**src/rtl/pipeline_hazard_ctrl.sv**
```systemverilog
// ---------------------------------------------------------------------------
// pipeline_hazard_ctrl
//
// Central stall/flush sequencer for a 5-stage RV32IM pipeline. It drives the
// write-enable and flush (bubble) inputs of the PC and of the IF/ID, ID/EX,
// EX/MEM and MEM/WB pipeline registers from the pipeline hazard sources. It
// also keeps a saturating count of cycles in which the PC was held.
//
// Ports
//   clk              rising-edge clock
//   reset            asynchronous, active-low reset
//   id_rs1/id_rs2    source registers of the instruction in ID
//   id_use_rs1/2     ID instruction actually reads rs1 / rs2
//   ex_write_addr    rd of the instruction in EX
//   ex_mem_read      EX instruction is a load
//   ex_is_muldiv     EX instruction is an M-extension op
//   ex_branch_taken  EX resolved a taken branch or jump
//   imem_busywait    instruction memory not ready
//   dmem_busywait    data memory not ready
//   md_done          mul/div result valid (single-cycle pulse)
//   cnt_clear        synchronous clear of the stall counter
//   *_en             pipeline register / PC capture enables
//   *_flush          load NOP / bubble into the pipeline register
//   md_start         start pulse to the mul/div unit
//   md_error         sticky mul/div timeout flag
//   stall_count      saturating count of cycles with pc_write_en low
//
// Event priority, highest first:
//   memory freeze > mul/div > branch flush > load-use
// ---------------------------------------------------------------------------
module pipeline_hazard_ctrl #(
    parameter int STALL_CNT_WIDTH = 16,
    parameter int MD_MAX_CYCLES   = 64
) (
    input  logic                       clk,
    input  logic                       reset,
    input  logic [4:0]                 id_rs1,
    input  logic [4:0]                 id_rs2,
    input  logic                       id_use_rs1,
    input  logic                       id_use_rs2,
    input  logic [4:0]                 ex_write_addr,
    input  logic                       ex_mem_read,
    input  logic                       ex_is_muldiv,
    input  logic                       ex_branch_taken,
    input  logic                       imem_busywait,
    input  logic                       dmem_busywait,
    input  logic                       md_done,
    input  logic                       cnt_clear,
    output logic                       pc_write_en,
    output logic                       if_id_en,
    output logic                       id_ex_en,
    output logic                       ex_mem_en,
    output logic                       mem_wb_en,
    output logic                       if_id_flush,
    output logic                       id_ex_flush,
    output logic                       ex_mem_flush,
    output logic                       md_start,
    output logic                       md_error,
    output logic [STALL_CNT_WIDTH-1:0] stall_count
);

    // Wait counter only has to reach MD_MAX_CYCLES-1.
    localparam int MD_CNT_W = (MD_MAX_CYCLES > 1) ? $clog2(MD_MAX_CYCLES) : 1;
    localparam logic [MD_CNT_W-1:0] MD_LAST = MD_CNT_W'(MD_MAX_CYCLES - 1);

    typedef enum logic [0:0] {
        ST_RUN     = 1'b0,
        ST_MD_BUSY = 1'b1
    } state_t;

    // ------------------------------------------------------------------
    // State and registered flags
    // ------------------------------------------------------------------
    state_t                     state_q,       state_d;
    logic [MD_CNT_W-1:0]        md_wait_cnt_q, md_wait_cnt_d;
    logic                       md_pend_q,     md_pend_d;
    logic                       md_error_q,    md_error_d;
    logic [STALL_CNT_WIDTH-1:0] stall_count_q, stall_count_d;

    // Control outputs before reset gating.
    logic pc_write_en_raw;
    logic if_id_en_raw;
    logic id_ex_en_raw;
    logic ex_mem_en_raw;
    logic mem_wb_en_raw;
    logic if_id_flush_raw;
    logic id_ex_flush_raw;
    logic ex_mem_flush_raw;
    logic md_start_raw;

    // ------------------------------------------------------------------
    // Hazard detection
    // ------------------------------------------------------------------
    logic mem_freeze;
    logic rs1_hit;
    logic rs2_hit;
    logic load_use;
    logic md_timeout;

    assign mem_freeze = imem_busywait | dmem_busywait;

    // x0 is hard-wired zero, so a load "writing" x0 never creates a hazard.
    assign rs1_hit  = id_use_rs1 && (id_rs1 == ex_write_addr);
    assign rs2_hit  = id_use_rs2 && (id_rs2 == ex_write_addr);
    assign load_use = ex_mem_read && (ex_write_addr != 5'd0) && (rs1_hit || rs2_hit);

    assign md_timeout = (md_wait_cnt_q == MD_LAST);

    // ------------------------------------------------------------------
    // Next-state and control outputs
    // ------------------------------------------------------------------
    always_comb begin
        // Free-running pipeline by default.
        pc_write_en_raw  = 1'b1;
        if_id_en_raw     = 1'b1;
        id_ex_en_raw     = 1'b1;
        ex_mem_en_raw    = 1'b1;
        mem_wb_en_raw    = 1'b1;
        if_id_flush_raw  = 1'b0;
        id_ex_flush_raw  = 1'b0;
        ex_mem_flush_raw = 1'b0;
        md_start_raw     = 1'b0;

        state_d       = state_q;
        md_wait_cnt_d = md_wait_cnt_q;
        md_pend_d     = md_pend_q;
        md_error_d    = md_error_q;

        if (mem_freeze) begin
            // Whole pipeline frozen; the FSM and wait counter are held too,
            // so a freeze never eats into the mul/div timeout budget.
            pc_write_en_raw = 1'b0;
            if_id_en_raw    = 1'b0;
            id_ex_en_raw    = 1'b0;
            ex_mem_en_raw   = 1'b0;
            mem_wb_en_raw   = 1'b0;
            // A done pulse seen while frozen would otherwise be lost.
            if ((state_q == ST_MD_BUSY) && md_done) begin
                md_pend_d = 1'b1;
            end
        end else begin
            unique case (state_q)
                ST_RUN: begin
                    if (ex_is_muldiv) begin
                        // Launch the unit, hold everything upstream of EX and
                        // push bubbles into EX/MEM while older work drains.
                        md_start_raw     = 1'b1;
                        pc_write_en_raw  = 1'b0;
                        if_id_en_raw     = 1'b0;
                        id_ex_en_raw     = 1'b0;
                        ex_mem_flush_raw = 1'b1;
                        state_d          = ST_MD_BUSY;
                        md_wait_cnt_d    = '0;
                        md_pend_d        = 1'b0;
                    end else if (ex_branch_taken) begin
                        // Squash the two wrong-path instructions.
                        if_id_flush_raw = 1'b1;
                        id_ex_flush_raw = 1'b1;
                    end else if (load_use) begin
                        // Hold PC and IF/ID one cycle; EX gets a bubble.
                        pc_write_en_raw = 1'b0;
                        if_id_en_raw    = 1'b0;
                        id_ex_flush_raw = 1'b1;
                    end
                end

                ST_MD_BUSY: begin
                    if (md_done || md_pend_q) begin
                        // Result ready: defaults let EX/MEM capture it.
                        md_pend_d = 1'b0;
                        state_d   = ST_RUN;
                    end else if (md_timeout) begin
                        // Give up: flag it and let the pipeline move on as if
                        // the result had arrived.
                        md_error_d = 1'b1;
                        state_d    = ST_RUN;
                    end else begin
                        pc_write_en_raw  = 1'b0;
                        if_id_en_raw     = 1'b0;
                        id_ex_en_raw     = 1'b0;
                        ex_mem_flush_raw = 1'b1;
                        md_wait_cnt_d    = md_wait_cnt_q + MD_CNT_W'(1);
                    end
                end

                default: begin
                    state_d = ST_RUN;
                end
            endcase
        end
    end

    // ------------------------------------------------------------------
    // Saturating stall-cycle counter; clear wins over increment.
    // ------------------------------------------------------------------
    always_comb begin
        stall_count_d = stall_count_q;
        if (cnt_clear) begin
            stall_count_d = '0;
        end else if (!pc_write_en_raw && (stall_count_q != '1)) begin
            stall_count_d = stall_count_q + STALL_CNT_WIDTH'(1);
        end
    end

    // ------------------------------------------------------------------
    // Registers
    // ------------------------------------------------------------------
    always_ff @(posedge clk or negedge reset) begin
        if (!reset) begin
            state_q       <= ST_RUN;
            md_wait_cnt_q <= '0;
            md_pend_q     <= 1'b0;
            md_error_q    <= 1'b0;
            stall_count_q <= '0;
        end else begin
            state_q       <= state_d;
            md_wait_cnt_q <= md_wait_cnt_d;
            md_pend_q     <= md_pend_d;
            md_error_q    <= md_error_d;
            stall_count_q <= stall_count_d;
        end
    end

    // ------------------------------------------------------------------
    // Outputs: controls are forced inactive while reset is asserted so the
    // pipeline registers stay put regardless of the hazard inputs.
    // ------------------------------------------------------------------
    assign pc_write_en  = pc_write_en_raw  & reset;
    assign if_id_en     = if_id_en_raw     & reset;
    assign id_ex_en     = id_ex_en_raw     & reset;
    assign ex_mem_en    = ex_mem_en_raw    & reset;
    assign mem_wb_en    = mem_wb_en_raw    & reset;
    assign if_id_flush  = if_id_flush_raw  & reset;
    assign id_ex_flush  = id_ex_flush_raw  & reset;
    assign ex_mem_flush = ex_mem_flush_raw & reset;
    assign md_start     = md_start_raw     & reset;
    assign md_error     = md_error_q;
    assign stall_count  = stall_count_q;

endmodule
```
**config.mk**
```make
export PLATFORM = sky130hd
export DESIGN_NAME = pipeline_hazard_ctrl
export DESIGN_NICKNAME = d
export VERILOG_FILES = /design/src/rtl/pipeline_hazard_ctrl.sv
export SDC_FILE = /design/constraint.sdc
export NUM_CORES = 1
export LEC_CHECK = 0
export ABC_AREA = 1
export CORE_MARGIN = 2
export CORE_UTILIZATION = 52
export DETAILED_ROUTE_END_ITERATION = 6
export GPL_TIMING_DRIVEN = 0
export PLACE_DENSITY = 0.84
export SLEW_MARGIN = 20
export SYNTH_ARGS = -nofsm -noshare
export SYNTH_HDL_FRONTEND = slang
export SYNTH_SLANG_ARGS = --single-unit
```
**constraint.sdc**
```tcl
create_clock -name clk -period 2.5 [get_ports clk]
set_clock_uncertainty 0.05 [all_clocks]
set_input_delay 0.25 -clock clk [delete_from_list [all_inputs] [get_ports clk]]
set_output_delay 0.25 -clock clk [all_outputs]
set_load 0.02 [all_outputs]
```
==> impl_metrics.toml <==
[global_route]
grt_max_degree = 26
antenna_found_initial = 0
grt_pass1_wl_um = 8321
track_usage = 0.2550
grt_pass1_vias = 1867
grt-ovfl-total = 0

[placement]
dpl.hpwl_um = 3616
portBuffers = 51
gp_congestion = 0.9060
dp_slack_ns = 0.04662
placed_area_mm2 = 0.002407

[timing]
finalMaxSlewViolations = 0
worst_slack_ns = 0.1393
worst_slew_pin_slew_ns = 0.5222
period_minus_slack_ns = 2.361
relSlewSlack = 0.6519
rsz0062_at_grt = "no"
holdWs_ns = 0.3773
hold_viol = 0
period_share = 0.9443
fmax_mhz = 423.6
finalSetupViolCount = 0

[status]
status = "finished clean"

[layout]
antenna_cells = 0
layout.nets = 359
drive_above_1_share = 0.07879
synthToLayoutAreaGrowth_pct = 34.33
final_area_mm2 = 0.002477
final_util = 0.7366

[cts]
cts_root_buf = "clkbuf_4"
clk-insertion-delay-late_ns = 0.32
clk_path_buf_depth = 2
clkTransAtPathRegs_ns = 0.14
cts_tree = "built"
cts_sinks = 25
htreeDepth = 1
cts_inserted_buffers = 3

[synthesis]
synth.top_cell.area_share = 0.3392
synth_common_cells = "nand2_1, inv_1, nor2_1, dfrtp_1, nand3_1"
synth_edf_count = 0
synth_cells = 272
yosysWarnings = 0
synth_top_area_cell = "dfrtp_1"
yosysMostFrequentCell = "nand2_1"
synth_nets = 300
ys_seq_area_frac = 0.3392
yosysUniqueCellTypes = 28
syn_avg_cell_area_um2 = 6.780
synth_area_leaders = "dfrtp_1, nand2_1, inv_1"
async_reset_ff_frac = 1.000
synth_ff_type = "dfrtp_1"
ys_ff_latch = 25
synth_area_mm2 = 0.001844

[drt]
viasPerCell = 5.109
ant_nets = 0
drc = 0
wl_um = 4779
drtPass1Iterations = 5
vias = 1921
drtIter0Drc = 118
wl_per_cell_um = 12.71

[worst_setup_path]
cp.buffers_inverters = 4
r2r_slack_ns = 0.46
crit_path_start_kind = "input pin"
reg2regPathDepth = 9
crit_family = "buffers and inverters"
critPathMaxFanout = 4
criticalPathCategory = "input pin to output port"
crit_required_ns = 2.20
cp_cell_sequence = "dlygate4sd3_1 > buf_2 > inv_1 > nor2_1 > nand2_1 > a21oi_1 > clkdlybuf4s50_1"
end_kind = "output port"
slowest_stage = "clkdlybuf4s50_1"
slowest_delay_ns = 0.63
arrival_ns = 2.06
cp.depth = 7

[job]
drv_cap = 0

[floorplan]
die_x_um = 63.56
rows = 21
die_h_um = 63.56
core_area_mm2 = 0.003363
ios = 52
die_area_mm2 = 0.004039
start_util = 0.5484

[power_and_ir_drop]
cellLeakagePower_nw = 1.318
vdd_drop_max_mv = 0.5266
power_density_mw_per_mm2 = 377.5

[min_path]
worstHoldPathType = "input pin to async pin"
==> per-layer routing <==
metal  global-route usage  up-vias  share of wire
met1               0.3254      868           0.45
met2               0.4421       56           0.49
met5                    0        -              0
met3              0.05000        6          0.046
li1                     -      991              -
met4              0.06250        0         0.0090
==> report_power, final <==
| part | internal, W | leakage (nW) | switching (W) |
|---|---|---|---|
| logic | 0.000127 | 0.963 | 0.000147 |
| registers | 0.000442 | 0.340 | 0.0000403 |
| clock network | 0.0000624 | 0.0150 | 0.000116 |
==> state kept, by name, indices dropped and copies added, names as in the netlist <==
signal	count
stall_count	16
md_error	1
state_q	1
md_pend_q	1
md_wait_cnt_q	6
==> per-stage QoR <==
step | total power [W] | cells | TNS [ns]
finish | 0.0009352 | 376 | 0
global route | 0.001001 | 376 | 0
CTS | 0.0009331 | 375 | 0
detailed placement | 0.0007474 | 369 | 0
global placement | 0.0007394 | 369 | -4.709
floorplan | 0.0006334 | 272 | 0
==> tightest hold or removal path: stages <==
cell	delay [ns]
dlygate4sd3_1	0.52
buf_2	0.16
buf_12	0.19
==> final timing paths <==
path,start,endpoint
setup reg to reg,stall_count[0]$_DFFE_PN0P_,stall_count[12]$_DFFE_PN0P_
hold reg to reg,md_error$_DFFE_PN0P_,md_error$_DFFE_PN0P_
max in group asynchronous,reset,stall_count[3]$_DFFE_PN0P_
hold / removal,reset,stall_count[14]$_DFFE_PN0P_
setup / recovery,reset,id_ex_flush
min in group clk,md_error$_DFFE_PN0P_,md_error$_DFFE_PN0P_
==> repair_timing <==
action,in CTS,in global routing
endpoints found under the setup margin,5,3
hold endpoints to repair,25,0
hold buffers,2,0
pin swaps,0,0
resized for setup,6,3
buffers inserted,0,1
==> kinds of logic (layout without fill, tap and decap cells) <==
group / after synthesis / count (layout) / synth area share
buffers and inverters: 49 / 107 / 0.1140
adders and majority gates: 2 / 2 / 0.01357
DFF: 25 / 25 / 0.3392
AOI/OAI and AO/OA: 13 / 13 / 0.04207
and+or+nand+nor: 167 / 167 / 0.4152
xor gates and xnor gates: 16 / 16 / 0.07599
==> area by class of cell <==
cell class                      instances  area (um2)
Clock buffer                            4       26.28
Multi-Input combinational cell        198        1016
Buffer                                  9       60.06
Inverter                               40       150.1
Fill cell                             311       885.9
Tap cell                               46       57.56
Timing Repair Buffer                   54       541.8
Sequential cell                        25       625.6
==> layout by cell type (no fill, tap or decap), types with 2 or more instances in the layout <==
| cell type | n |
|---|---|
| nand4_1 | 23 |
| nor3_1 | 3 |
| clkdlybuf4s50_1 | 45 |
| nand2_1 | 76 |
| buf_2 | 4 |
| a21oi_1 | 2 |
| nor2_1 | 31 |
| dfrtp_1 | 25 |
| xnor2_1 | 2 |
| nand2_2 | 2 |
| inv_1 | 39 |
| ha_1 | 2 |
| nand3_1 | 24 |
| clkbuf_4 | 3 |
| o21ai_0 | 6 |
| dlygate4sd2_1 | 3 |
| clkbuf_1 | 2 |
| nor3_2 | 2 |
| buf_4 | 4 |
| xor2_1 | 14 |
| nor2_2 | 3 |
No activity file was read; power rests on OpenSTA's default activity.
